### config.mk
export PLATFORM = sky130hd
export DESIGN_NAME = stopwatch_ctrl
export DESIGN_NICKNAME = d
export VERILOG_FILES = /design/src/rtl/stopwatch_ctrl.sv
export SDC_FILE = /design/constraint.sdc
export NUM_CORES = 1
export LEC_CHECK = 0
export BUFFER_PORTS_ARGS = -buffer_cell sky130_fd_sc_hd__buf_2
export CAP_MARGIN = 10
export CORE_ASPECT_RATIO = 0.5
export CORE_MARGIN = 2
export CORE_UTILIZATION = 36
export CTS_CLUSTER_SIZE = 16
export DETAILED_ROUTE_END_ITERATION = 7
export GPL_TIMING_DRIVEN = 1
export SYNTH_ARGS = -nofsm -noshare
export SYNTH_HDL_FRONTEND = slang
export SYNTH_SLANG_ARGS = --single-unit
### constraint.sdc
create_clock -name ADC_CLK_10 -period 4.8 [get_ports ADC_CLK_10]
set_input_delay 0.48 -clock ADC_CLK_10 [delete_from_list [all_inputs] [get_ports ADC_CLK_10]]
set_output_delay 0.48 -clock ADC_CLK_10 [all_outputs]
set_load 0.02 [all_outputs]
### src/rtl/stopwatch_ctrl.sv
// Stopwatch control unit: start/stop button debounce, RUN/PAUSE/HOLD/IDLE sequencing,
// 10 ms count tick, counter clear and display-freeze strobes for the BCD datapath.
module stopwatch_ctrl #(
  parameter int unsigned TICK_DIV  = 100000,
  parameter int unsigned DB_CYCLES = 20000
) (
  input  logic       ADC_CLK_10,
  input  logic       KEY0,
  input  logic       btn_n,
  input  logic       lap_sw,
  output logic       count_en,
  output logic       count_clr,
  output logic       disp_hold,
  output logic [1:0] state
);

  localparam int unsigned PW = $clog2(TICK_DIV);
  localparam int unsigned DW = $clog2(DB_CYCLES + 1);
  localparam logic [PW-1:0] TickLast = PW'(TICK_DIV - 1);
  localparam logic [DW-1:0] DbLast   = DW'(DB_CYCLES - 1);

  typedef enum logic [1:0] {
    StIdle  = 2'd0,
    StRun   = 2'd1,
    StPause = 2'd2,
    StHold  = 2'd3
  } state_e;

  logic [1:0]    sync_q;
  logic          db_q;
  logic          db_last_q;
  logic [DW-1:0] db_cnt_q;
  logic          press_q;
  logic [PW-1:0] presc_q;
  state_e        state_q;
  state_e        state_d;
  logic          running;

  // Button path: 2-flop synchronizer, stability counter, falling-edge press pulse.
  always_ff @(posedge ADC_CLK_10 or negedge KEY0) begin
    if (!KEY0) begin
      sync_q    <= 2'b11;
      db_q      <= 1'b1;
      db_last_q <= 1'b1;
      db_cnt_q  <= '0;
      press_q   <= 1'b0;
    end else begin
      sync_q    <= {sync_q[0], btn_n};
      db_last_q <= db_q;
      press_q   <= db_last_q & ~db_q;
      if (sync_q[1] == db_q) begin
        db_cnt_q <= '0;
      end else if (db_cnt_q == DbLast) begin
        db_q     <= sync_q[1];
        db_cnt_q <= '0;
      end else begin
        db_cnt_q <= db_cnt_q + 1'b1;
      end
    end
  end

  assign running = (state_q == StRun) || (state_q == StHold);

  always_comb begin
    state_d = state_q;
    if (press_q) begin
      unique case (state_q)
        StIdle:  state_d = StRun;
        StRun:   state_d = lap_sw ? StHold : StPause;
        StHold:  state_d = StRun;
        StPause: state_d = lap_sw ? StIdle : StRun;
        default: state_d = StIdle;
      endcase
    end
  end

  // Tick is decided on the pre-transition state so a press never swallows a pending tick.
  always_ff @(posedge ADC_CLK_10 or negedge KEY0) begin
    if (!KEY0) begin
      state_q   <= StIdle;
      presc_q   <= '0;
      count_en  <= 1'b0;
      count_clr <= 1'b1;
      disp_hold <= 1'b0;
    end else begin
      state_q   <= state_d;
      disp_hold <= (state_d == StHold);
      count_en  <= running && (presc_q == TickLast);
      count_clr <= (state_q == StPause) && (state_d == StIdle);
      if ((state_q == StIdle) || (state_d == StIdle)) begin
        presc_q <= '0;
      end else if (running) begin
        presc_q <= (presc_q == TickLast) ? '0 : presc_q + 1'b1;
      end
    end
  end

  assign state = state_q;

endmodule

==> results of run 1 <==
[stage by stage]
stage | total power, mW | worst slack (ns) | instances
after floorplan | 0.372 | 2.77 | 205
after global placement | 0.382 | 2.75 | 282
after detailed placement | 0.382 | 2.68 | 282
after CTS | 0.764 | 2.67 | 290
after global routing | 0.781 | 2.51 | 290
final | 0.750 | 2.68 | 290
[per-layer routing]
layer	part of all wire [%]	GRT usage [%]	vias up
met2	46	19.2	23
li1	-	-	738
met3	3.2	3.29	6
met1	49	15.2	721
met5	0	0	-
met4	1.3	5.82	0
[synthesized netlist by cell type]
master     number
or2_2           1
and3_1          2
nand2b_1        2
or3_1           1
nor2b_1         3
and4_1          2
nor4_1          8
ha_1            6
a31oi_1         1
a311o_1         1
nand2_1        11
nand3_1         7
and2_1          1
clkbuf_1        3
dfstp_2         5
o221ai_1        2
o211ai_1        1
inv_1           9
mux2_2          2
nor2_1         37
o2111ai_2       1
o211a_1         1
dfrtp_1        37
a31o_2          1
or3_4           1
nor3_1          6
o21bai_1        1
nand4_1        12
xor2_1          9
o21ai_0         3
a21oi_1         5
nand4_2         1
nor4bb_1        1
buf_4           1
nor4b_1         2
xnor2_1        18
[kinds of logic (layout without fill, tap and decap cells)]
kind of cell | after synthesis | in the layout | share of synthesized area (%)
adder cells (fa/ha/maj) | 6 | 6 | 3.63
AO/OA/AOI/OAI | 17 | 17 | 5.93
multiplexers | 2 | 2 | 1.09
XOR/XNOR | 27 | 27 | 11.4
flip-flops | 42 | 42 | 51.1
buffers and inverters | 13 | 25 | 2.54
AND/OR/NAND/NOR | 98 | 98 | 24.3
[area by class of cell]
type                            count  area, um2
Sequential cell                    42       1060
Inverter                            9       33.8
Tap cell                           73       91.3
Fill cell                         524       3170
Timing Repair Buffer                8       40.0
Clock inverter                      3       40.0
Multi-Input combinational cell    150        958
Clock buffer                        5        125
[flip-flops by register name, summed over array words and instances (netlist names), 2 cells and up]
register  cells
presc_q      17
state         2
sync_q        2
db_cnt_q     15
[report_power, final]
group | leakage [nW] | internal, mW | total (mW) | switching [mW]
sequential | 0.567 | 0.358 | 0.361 | 0.00280
clock | 0.0836 | 0.243 | 0.376 | 0.133
combinational | 0.292 | 0.00345 | 0.0140 | 0.0105
total | 0.942 | 0.604 | 0.750 | 0.146
[worst min path at each step]
stage | startpoint | end | slack, ns
6_report | btn_n | sync_q[0]$_DFF_PN1_ | 0.29
3_3_place_gp | sync_q[0]$_DFF_PN1_ | sync_q[1]$_DFF_PN1_ | 0.35
3_5_place_dp | sync_q[0]$_DFF_PN1_ | sync_q[1]$_DFF_PN1_ | 0.35
5_1_grt | btn_n | sync_q[0]$_DFF_PN1_ | 0.28
4_1_cts | btn_n | sync_q[0]$_DFF_PN1_ | 0.28
2_1_floorplan | KEY0 | count_en$_DFF_PN0_ | 0.18
==> summary.md, run 1 <==
| Metric | Value |
|---|---|
| CTS Buf Count | `5` |
| Reg clk slew, reported paths | `roughly 0.06 ns` |
| Die H | `around 58 um` |
| Largest net degree at the start of global routing | `between 40 and 50` |
| Ant diodes | `0` |
| Clock root cell | `clkbuf_16` |
| Cts hold-fix bufs | `0` |
| Iteration-0 DRC Markers | `56` |
| Max Clock Skew | `0.00306 ns` |
| Top Family by Delay on Critical Path | `simple AND/OR/NAND/NOR gates` |
| Number of global-route vias before repair | `1351` |
| CP startpoint kind | `flop` |
| R2r setup slk | `2.68 ns` |
| Share of the synthesized area in the top cell type | `44.8%` |
| Pwr dens | `320 nW/um2` |
| Yosys warns | `0` |
| Synth area leader | `dfrtp_1` |
| # Post-CTS Setup Buffers | `0` |
| CP cell instances | `inv_1 > ha_1 > o2111ai_2 > or3_4 > or3_1 > a21oi_1` |
| Routability congestion estimate | `0.849` |
| Vias post-DR | `approximately 1500` |
| Post-Place Cell Area | `2180 um2` |
| Final core utilization | `42.5%` |
| Share of cells above drive strength 1 | `12.9%` |
| Synth cell types | `36` |
| Minimum clock period | `2.12 ns` |
| FP Rows | `19` |
| DRC | `0` |
| LEAKAGE | `0.942 nW` |
| Syn_area_per_cell | `10.1 um2` |
| Syn Nets | `around 220` |
| Grt total ovfl | `0` |
| Worst R2R End | `presc_q[15]$_DFFE_PN0P_` |
| Synthesized flop and latch total | `42` |
| Critical path buffers and inverters | `1` |
| CP Capture Point | `presc_q[15]$_DFFE_PN0P_` |
| Number of I/O port buffers | `8` |
| Reg-to-reg critical path startpoint | `state[1]$_DFF_PN0_` |
| Final Max Tran Viols | `0` |
| CP max stage cell | `or3_4` |
| First-pass GRT wire length | `about 6000 um` |
| Setup crit end kind | `flop` |
| Final Hold Fails | `0` |
| Layout overhead on the synthesized area | `13.4%` |
| Post-CTS sizing | `0` |
| Status | `finished, final reports clean` |
| WS Path Type | `flop to flop` |
| Core area | `5520 um2` |
| Antenna viol nets, final | `0` |
| Req. time, crit path | `5.01 ns` |
| DR pass1 iterations | `4` |
| RSZ-0062 raised after global routing | `no` |
| Synth top area cells | `dfrtp_1 (45%), xnor2_1 (7.6%), nor2_1 (6.7%), dfstp_2 (6.4%), xor2_1 (3.8%)` |
| Nets | `226` |
| Setup TNS | `0 ns` |
| Worst-Skew Late Latency | `0.28 ns` |
| Commonest cells after routing, fill and taps aside | `nor2_1 (37), dfrtp_1 (37), xnor2_1 (18)` |
| I/O pins | `9` |
| Worst slew pin tran | `0.909 ns` |
| TritonCTS clock tree | `built` |
| Die Wd | `111 um` |
| Post-Synthesis Cells | `between 200 and 250` |
| Crit path depth | `6` |
| Clk sink count | `between 40 and 50` |
| Starting Density | `37.5%` |
| Hold depth | `1` |
| Hold Crit Class | `primary input to flop` |
| Vias per cell | `5.13` |
| Max Fanout on Critical Path | `9` |
| CTS Buffer Depth | `2` |
| Sequential share of the synthesized area | `51.1%` |
| CP startpoint | `state[1]$_DFF_PN0_` |
| FF-to-FF path depth | `6` |
| Final wirelength | `3570 um` |
| Routed len/inst | `approximately 12 um` |
| Design area | `about 2300 um2` |
| Max_cap viols | `0` |
| H-tree depth | `2` |
| Fin crit share | `44.1%` |
| Peak VDD IR | `146 uV` |
| Initial antenna violation count | `0` |
| Worst path arrival time | `2.32 ns` |
| Max Clk Rate | `~470 MHz` |
| Mapped Area | `~2100 um2` |
| Slew headroom | `about two fifths` |
| Setup-failing EPs final | `0` |
| Worst hold margin | `0.293 ns` |
| Slowest cell delay on critical path | `0.45 ns` |
| Gr usage total | `11.9%` |
| Die area | `6400 um2` |
| HPWL Detailed | `2450 um` |
No activity file was read; power rests on OpenSTA's default activity.
==> run 2, diff against run 1 <==
==> constraint.sdc (replaced) <==
create_clock -name ADC_CLK_10 -period 1.75 [get_ports ADC_CLK_10]
set_input_delay 0.175 -clock ADC_CLK_10 [delete_from_list [all_inputs] [get_ports ADC_CLK_10]]
set_output_delay 0.175 -clock ADC_CLK_10 [all_outputs]
set_load 0.02 [all_outputs]
==> summary.md, run 2 (synthesis results as in run 1) <==
| Metric | Value |
|---|---|
| Minimum clock period | `1.71 ns (-0.410 ns)` |
| Largest registers | `presc_q (17), db_cnt_q (15)` |
| First-pass GRT wire length | `6740 um (+11%)` |
| M3 GR Usage | `3.51% (+0.21 points)` |
| Starting Density | `37.5% (unchanged)` |
| FF-to-FF path depth | `6 (unchanged)` |
| Die area | `6400 um2 (unchanged)` |
| Max Fanout on Critical Path | `5 (-4)` |
| Hold Crit Class | `primary input to flop` |
| Setup-failing EPs final | `0 (unchanged)` |
| Max_cap viols | `0 (unchanged)` |
| Largest net degree at the start of global routing | `22 (-49%)` |
| Final Max Tran Viols | `0 (unchanged)` |
| Dpl ws | `0.0397 ns (-2.64 ns)` |
| Number of flip-flops in the largest register | `17 (unchanged)` |
| Inst Count DP | `294 (+4.3%)` |
| Worst-Skew Late Latency | `0.28 ns (about the same)` |
| Worst hold margin | `0.309 ns (+0.0156 ns)` |
| CTS Buffer Depth | `2 (unchanged)` |
| Gr usage total | `13.1% (+1.1 points)` |
| Max Clock Skew | `0.00452 ns (+0.00146 ns)` |
| Reg-to-reg critical path startpoint | `state[1]$_DFF_PN0_` |
| Finished Layout Cells | `307 (+5.9%)` |
| Final WS setup | `0.0442 ns (-2.64 ns)` |
| H-tree depth | `2 (unchanged)` |
| Worst R2R End | `presc_q[15]$_DFFE_PN0P_` |
| Initial antenna violation count | `0 (unchanged)` |
| CP Capture Point | `presc_q[15]$_DFFE_PN0P_` |
| Final Hold Fails | `0 (unchanged)` |
| DRC | `0 (unchanged)` |
| Clk sink count | `42 (unchanged)` |
| Met2 Use GR | `21.8% (+2.6 points)` |
| Clock root cell | `clkbuf_16` |
| HPWL Detailed | `2740 um (+12%)` |
| Global routing's busiest layer | `met2` |
| Peak VDD IR | `377 uV (+160%)` |
| Layout overhead on the synthesized area | `25.8%` |
| Number of global-route vias before repair | `1458 (+7.9%)` |
| CP startpoint kind | `flop` |
| RSZ-0062 raised after global routing | `yes` |
| Post-Place Cell Area | `2320 um2 (+6.3%)` |
| Fin crit share | `97.5% (+53 points)` |
| Commonest non-fill, non-tap cell in the layout | `nor2_1` |
| Core area | `5520 um2 (unchanged)` |
| Met1 usage | `16.7% (+1.4 points)` |
| TritonCTS clock tree | `built` |
| Antenna viol nets, final | `0 (unchanged)` |
| Nets | `243 (+7.5%)` |
| Vias post-DR | `1524 (+2.4%)` |
| I/O pins | `9 (unchanged)` |
| Vias per cell | `4.96 (-3.3%)` |
| WS Path Type | `flop to flop` |
| Ant diodes | `0 (unchanged)` |
| Reg clk slew, reported paths | `0.06 ns (about the same)` |
| FP Rows | `19 (unchanged)` |
| DR pass1 iterations | `4 (unchanged)` |
| Req. time, crit path | `1.96 ns (-3.05 ns)` |
| LEAKAGE | `1.02 nW (+7.9%)` |
| Slew headroom | `65.9% (+27 points)` |
| Worst path arrival time | `1.92 ns (-0.40 ns)` |
| Worst slew pin tran | `0.511 ns (-0.398 ns)` |
| Setup crit end kind | `flop` |
| CP startpoint | `state[1]$_DFF_PN0_` |
| R2r setup slk | `0.04 ns (-2.64 ns)` |
| Setup TNS | `0 ns (unchanged)` |
| Iteration-0 DRC Markers | `26 (-54%)` |
| Commonest cells after routing, fill and taps aside | `nor2_1 (37), dfrtp_1 (35), xnor2_1 (18)` |
| Die Wd | `111 um (unchanged)` |
| Share of cells above drive strength 1 | `24.8% (+12 points)` |
| Grt total ovfl | `0 (unchanged)` |
| Die H | `57.6 um (unchanged)` |
| Final wirelength | `3910 um (+9.8%)` |
| Largest Register | `presc_q` |
| Routability congestion estimate | `0.851 (+0.24%)` |
| CTS Buf Count | `5 (unchanged)` |
| Design area | `2600 um2 (+11%)` |
| Max Clk Rate | `586 MHz (+24%)` |
| Status | `finished, final reports clean` |
| Number of I/O port buffers | `8 (unchanged)` |
| Pwr dens | `797 nW/um2 (+150%)` |
| Routed len/inst | `12.7 um (+3.7%)` |
## run 2: cell types whose count changed in the layout (fill, tap and decap cells not counted), moves of 2 or more
cell	change
buf_4	+14
nor4_1	-4
nor4_2	+4
ha_1	-3
ha_4	+3
a21oi_1	-2
a21oi_2	+2
clkinv_2	-2
dfrtp_1	-2
dfrtp_2	+2
dlygate4sd3_1	+2
inv_1	-2
o21bai_4	+2
## run 2: worst min-delay path by stage
stage / start / endpoint / slack, ns / cells after the start
after floorplan: KEY0 / count_en$_DFF_PN0_ / -0.12 / 0
after global placement: KEY0 / db_cnt_q[5]$_DFF_PN0_ / 0.17 / 1
after detailed placement: KEY0 / db_cnt_q[5]$_DFF_PN0_ / 0.18 / 1
after CTS: lap_sw / state[0]$_DFF_PN0_ / 0.30 / 4
after global routing: lap_sw / state[0]$_DFF_PN0_ / 0.31 / 4
final: lap_sw / state[0]$_DFF_PN0_ / 0.31 / 4
## run 2: what timing repair did
item	4_1_cts	5_1_grt
buffers inserted	0	2
gates resized for setup	0	11
setup endpoints to repair	0	11
endpoints found under the hold margin	19	0
hold buffers	2	0
## run 2: worst max-delay path, cell delays in order, from the launching register on
cell	delay (ns)
dfrtp_2	0.46
inv_4	0.10
ha_4	0.16
o2111ai_4	0.11
or3_4	0.36
or3_4	0.34
a21oi_2	0.11
## run 2: metal layers
metal,vias to the layer above,routed length (um)
met5,-,0
met4,0,29
met3,4,109
met2,16,1830
met1,733,1950
li1,771,-
## run 2: layout make-up
| class | instances | area, um2 |
|---|---|---|
| well taps | 73 | 91.3 |
| clock buffers | 6 | 129 |
| multi-input cells | 151 | 1080 |
| fillers | 526 | 2910 |
| repair buffers | 24 | 165 |
| flip-flops and latches | 42 | 1060 |
| inverters | 9 | 36.3 |
| clock inverters | 2 | 37.5 |
## run 2: report_power, final
part / internal (mW) / switching [mW] / total [mW]
registers: 0.981 / 0.00787 / 0.989
logic: 0.0182 / 0.0319 / 0.0501
clock network: 0.673 / 0.360 / 1.03
## run 2: metrics by stage
step                power, mW  util, %
floorplan                1.02        -
global placement         1.05     42.0
detailed placement       1.06     42.0
CTS                      2.11     45.4
global route             2.16     47.2
finish                   2.07     47.2
==> run 3, diff against run 2 <==
--- a/config.mk
+++ b/config.mk
@@ -8,11 +8,11 @@
 export BUFFER_PORTS_ARGS = -buffer_cell sky130_fd_sc_hd__buf_2
 export CAP_MARGIN = 10
 export CORE_ASPECT_RATIO = 0.5
-export CORE_MARGIN = 2
 export CORE_UTILIZATION = 36
 export CTS_CLUSTER_SIZE = 16
 export DETAILED_ROUTE_END_ITERATION = 7
 export GPL_TIMING_DRIVEN = 1
+export SLEW_MARGIN = 15
 export SYNTH_ARGS = -nofsm -noshare
 export SYNTH_HDL_FRONTEND = slang
 export SYNTH_SLANG_ARGS = --single-unit
==> constraint.sdc (replaced) <==
create_clock -name ADC_CLK_10 -period 2 [get_ports ADC_CLK_10]
set_input_delay 0.2 -clock ADC_CLK_10 [delete_from_list [all_inputs] [get_ports ADC_CLK_10]]
set_output_delay 0.2 -clock ADC_CLK_10 [all_outputs]
set_load 0.02 [all_outputs]
==> summary.md, run 3 (synthesis results as in run 1) <==
| Metric | Value |
|---|---|
| Max Clk Rate | `537 MHz (-8.4%)` |
| Commonest non-fill, non-tap cell in the layout | `nor2_1` |
| Final Hold Fails | `0 (unchanged)` |
| Die area | `6070 um2 (-5.2%)` |
| Final core utilization | `44.6% (-2.6 points)` |
| Initial antenna violation count | `0 (unchanged)` |
| Reg clk slew, reported paths | `0.06 ns (about the same)` |
| RSZ-0062 raised after global routing | `no` |
| Largest registers | `presc_q (17), db_cnt_q (15)` |
| Clock root cell | `clkbuf_16` |
| Final Max Tran Viols | `0 (unchanged)` |
| Number of flip-flops in the largest register | `17 (unchanged)` |
| Worst slew pin tran | `0.737 ns (+0.226 ns)` |
| Max Clock Skew | `0.00344 ns (-0.00108 ns)` |
| Largest Register | `presc_q` |
| FP Rows | `19 (unchanged)` |
| Slew headroom | `50.9% (-15 points)` |
| H-tree depth | `2 (unchanged)` |
| Die Wd | `109 um (-1.8%)` |
| Fin crit share | `93.1% (-4.4 points)` |
| Worst R2R End | `presc_q[15]$_DFFE_PN0P_` |
| Setup crit end kind | `flop` |
| Routability congestion estimate | `0.801 (-5.9%)` |
| I/O pins | `9 (unchanged)` |
| HPWL Detailed | `2650 um (-3.1%)` |
| Number of I/O port buffers | `8 (unchanged)` |
| Max Fanout on Critical Path | `9 (+4)` |
| Commonest cells after routing, fill and taps aside | `nor2_1 (37), dfrtp_1 (35), xnor2_1 (18)` |
| Pwr dens | `702 nW/um2 (-12%)` |
| Worst-Skew Late Latency | `0.29 ns (about the same)` |
| TritonCTS clock tree | `built` |
| Gr usage total | `14.9% (+1.8 points)` |
| FF-to-FF path depth | `6 (unchanged)` |
| Worst Hold Launch | `lap_sw` |
| Number of global-route vias before repair | `1482 (+1.6%)` |
| Max_cap viols | `0 (unchanged)` |
| CP startpoint | `state[1]$_DFF_PN0_` |
| Status | `finished, final reports clean` |
| CTS Buffer Depth | `2 (unchanged)` |
| Iteration-0 DRC Markers | `63 (+140%)` |
| CP Capture Point | `presc_q[15]$_DFFE_PN0P_` |
| Ant diodes | `0 (unchanged)` |
| CTS Buf Count | `5 (unchanged)` |
| Setup TNS | `0 ns (unchanged)` |
| Final wirelength | `3830 um (-2.2%)` |
| Post-Place Cell Area | `2250 um2 (-3.0%)` |
| First-pass GRT wire length | `6890 um (+2.2%)` |
| Core area | `5520 um2 (unchanged)` |
| Reg-to-reg critical path startpoint | `state[1]$_DFF_PN0_` |
| Hold Crit Class | `primary input to flop` |
| Finished Layout Cells | `304 (-0.98%)` |
| Clk sink count | `42 (unchanged)` |
| Share of cells above drive strength 1 | `19.0% (-5.7 points)` |
| Grt total ovfl | `0 (unchanged)` |
| Vias post-DR | `1510 (-0.92%)` |
| Design area | `2460 um2 (-5.5%)` |
| WS Path Type | `flop to flop` |
| Minimum clock period | `1.86 ns (+0.156 ns)` |
| Worst hold margin | `0.328 ns (+0.0192 ns)` |
| DRC | `0 (unchanged)` |
| Die H | `55.6 um (-3.5%)` |
| Starting Density | `37.5% (unchanged)` |
| Peak VDD IR | `368 uV (-2.3%)` |
| Req. time, crit path | `2.22 ns (+0.26 ns)` |
| Overall power | `1.73 mW (-17%)` |
| Layout overhead on the synthesized area | `18.9%` |
| Routed len/inst | `12.6 um (-1.3%)` |
| Inst Count DP | `291 (-1.0%)` |
| Setup-failing EPs final | `0 (unchanged)` |
| DR pass1 iterations | `6 (+2)` |
| Worst path arrival time | `2.08 ns (+0.16 ns)` |
| Final WS setup | `0.138 ns (+0.0942 ns)` |
| Dpl ws | `0.0181 ns (-0.0216 ns)` |
| Antenna viol nets, final | `0 (unchanged)` |
| CP startpoint kind | `flop` |
| LEAKAGE | `0.985 nW (-3.1%)` |
| Vias per cell | `4.97 (about the same)` |
| Largest net degree at the start of global routing | `34 (+55%)` |
| Nets | `240 (-1.2%)` |
| R2r setup slk | `0.14 ns (+0.09 ns)` |
==> run 3: cell count changes in the layout (fill, tap and decap cells not counted), sizes merged <==
| cell | previous run | this run |
|---|---|---|
| buf | 22 | 20 |
| bufinv | 1 | 0 |
| inv | 9 | 10 |
| o21bai | 2 | 1 |
| clkinv | 0 | 1 |
| clkbuf | 6 | 5 |
==> run 3: layer usage <==
| metal | track usage (%) | vias up | wire length (um) |
|---|---|---|---|
| met5 | 0 | - | 0 |
| met1 | 18.6 | 730 | 1860 |
| met4 | 5.33 | 0 | 35 |
| met2 | 23.7 | 16 | 1820 |
| met3 | 5.62 | 6 | 110 |
| li1 | - | 758 | - |
==> run 3: report_power, final <==
part / switching [mW] / internal (mW) / total, mW
registers: 0.00667 / 0.858 / 0.865
clock network: 0.352 / 0.469 / 0.820
logic: 0.0272 / 0.0146 / 0.0418
total: 0.385 / 1.34 / 1.73
==> run 3: area by class of cell <==
| type | instances | area [um2] |
|---|---|---|
| tap | 73 | 91.3 |
| inverter | 9 | 33.8 |
| fill | 537 | 3060 |
| multi-input combinational | 150 | 973 |
| clock inverter | 3 | 25.0 |
| sequential | 42 | 1060 |
| clock buffer | 5 | 125 |
| timing repair buffer | 22 | 150 |
==> run 3: worst min-delay path by stage <==
stage	endpoint	slack, ns	depth (start not counted)
after floorplan	count_en$_DFF_PN0_	-0.1	0
after global placement	presc_q[2]$_DFFE_PN0P_	0.30	1
after detailed placement	presc_q[6]$_DFFE_PN0P_	0.31	1
after CTS	state[0]$_DFF_PN0_	0.32	4
after global routing	state[0]$_DFF_PN0_	0.36	4
final	state[0]$_DFF_PN0_	0.33	4
==> run 3: critical path, cell delays in order (launching register included) <==
cell and delay [ns]:
dfrtp_2 0.40, inv_1 0.13, ha_4 0.20, o2111ai_2 0.14
or3_4 0.42, or3_1 0.36, a21oi_1 0.14
==> run 3: timing repair <==
action,4_1_cts,5_1_grt
setup buffers,0,3
resized for setup,1,3
hold buffers,2,0
endpoints found under the setup margin,1,10
gates cloned,0,0
pin swaps,0,1
endpoints found under the hold margin,9,0
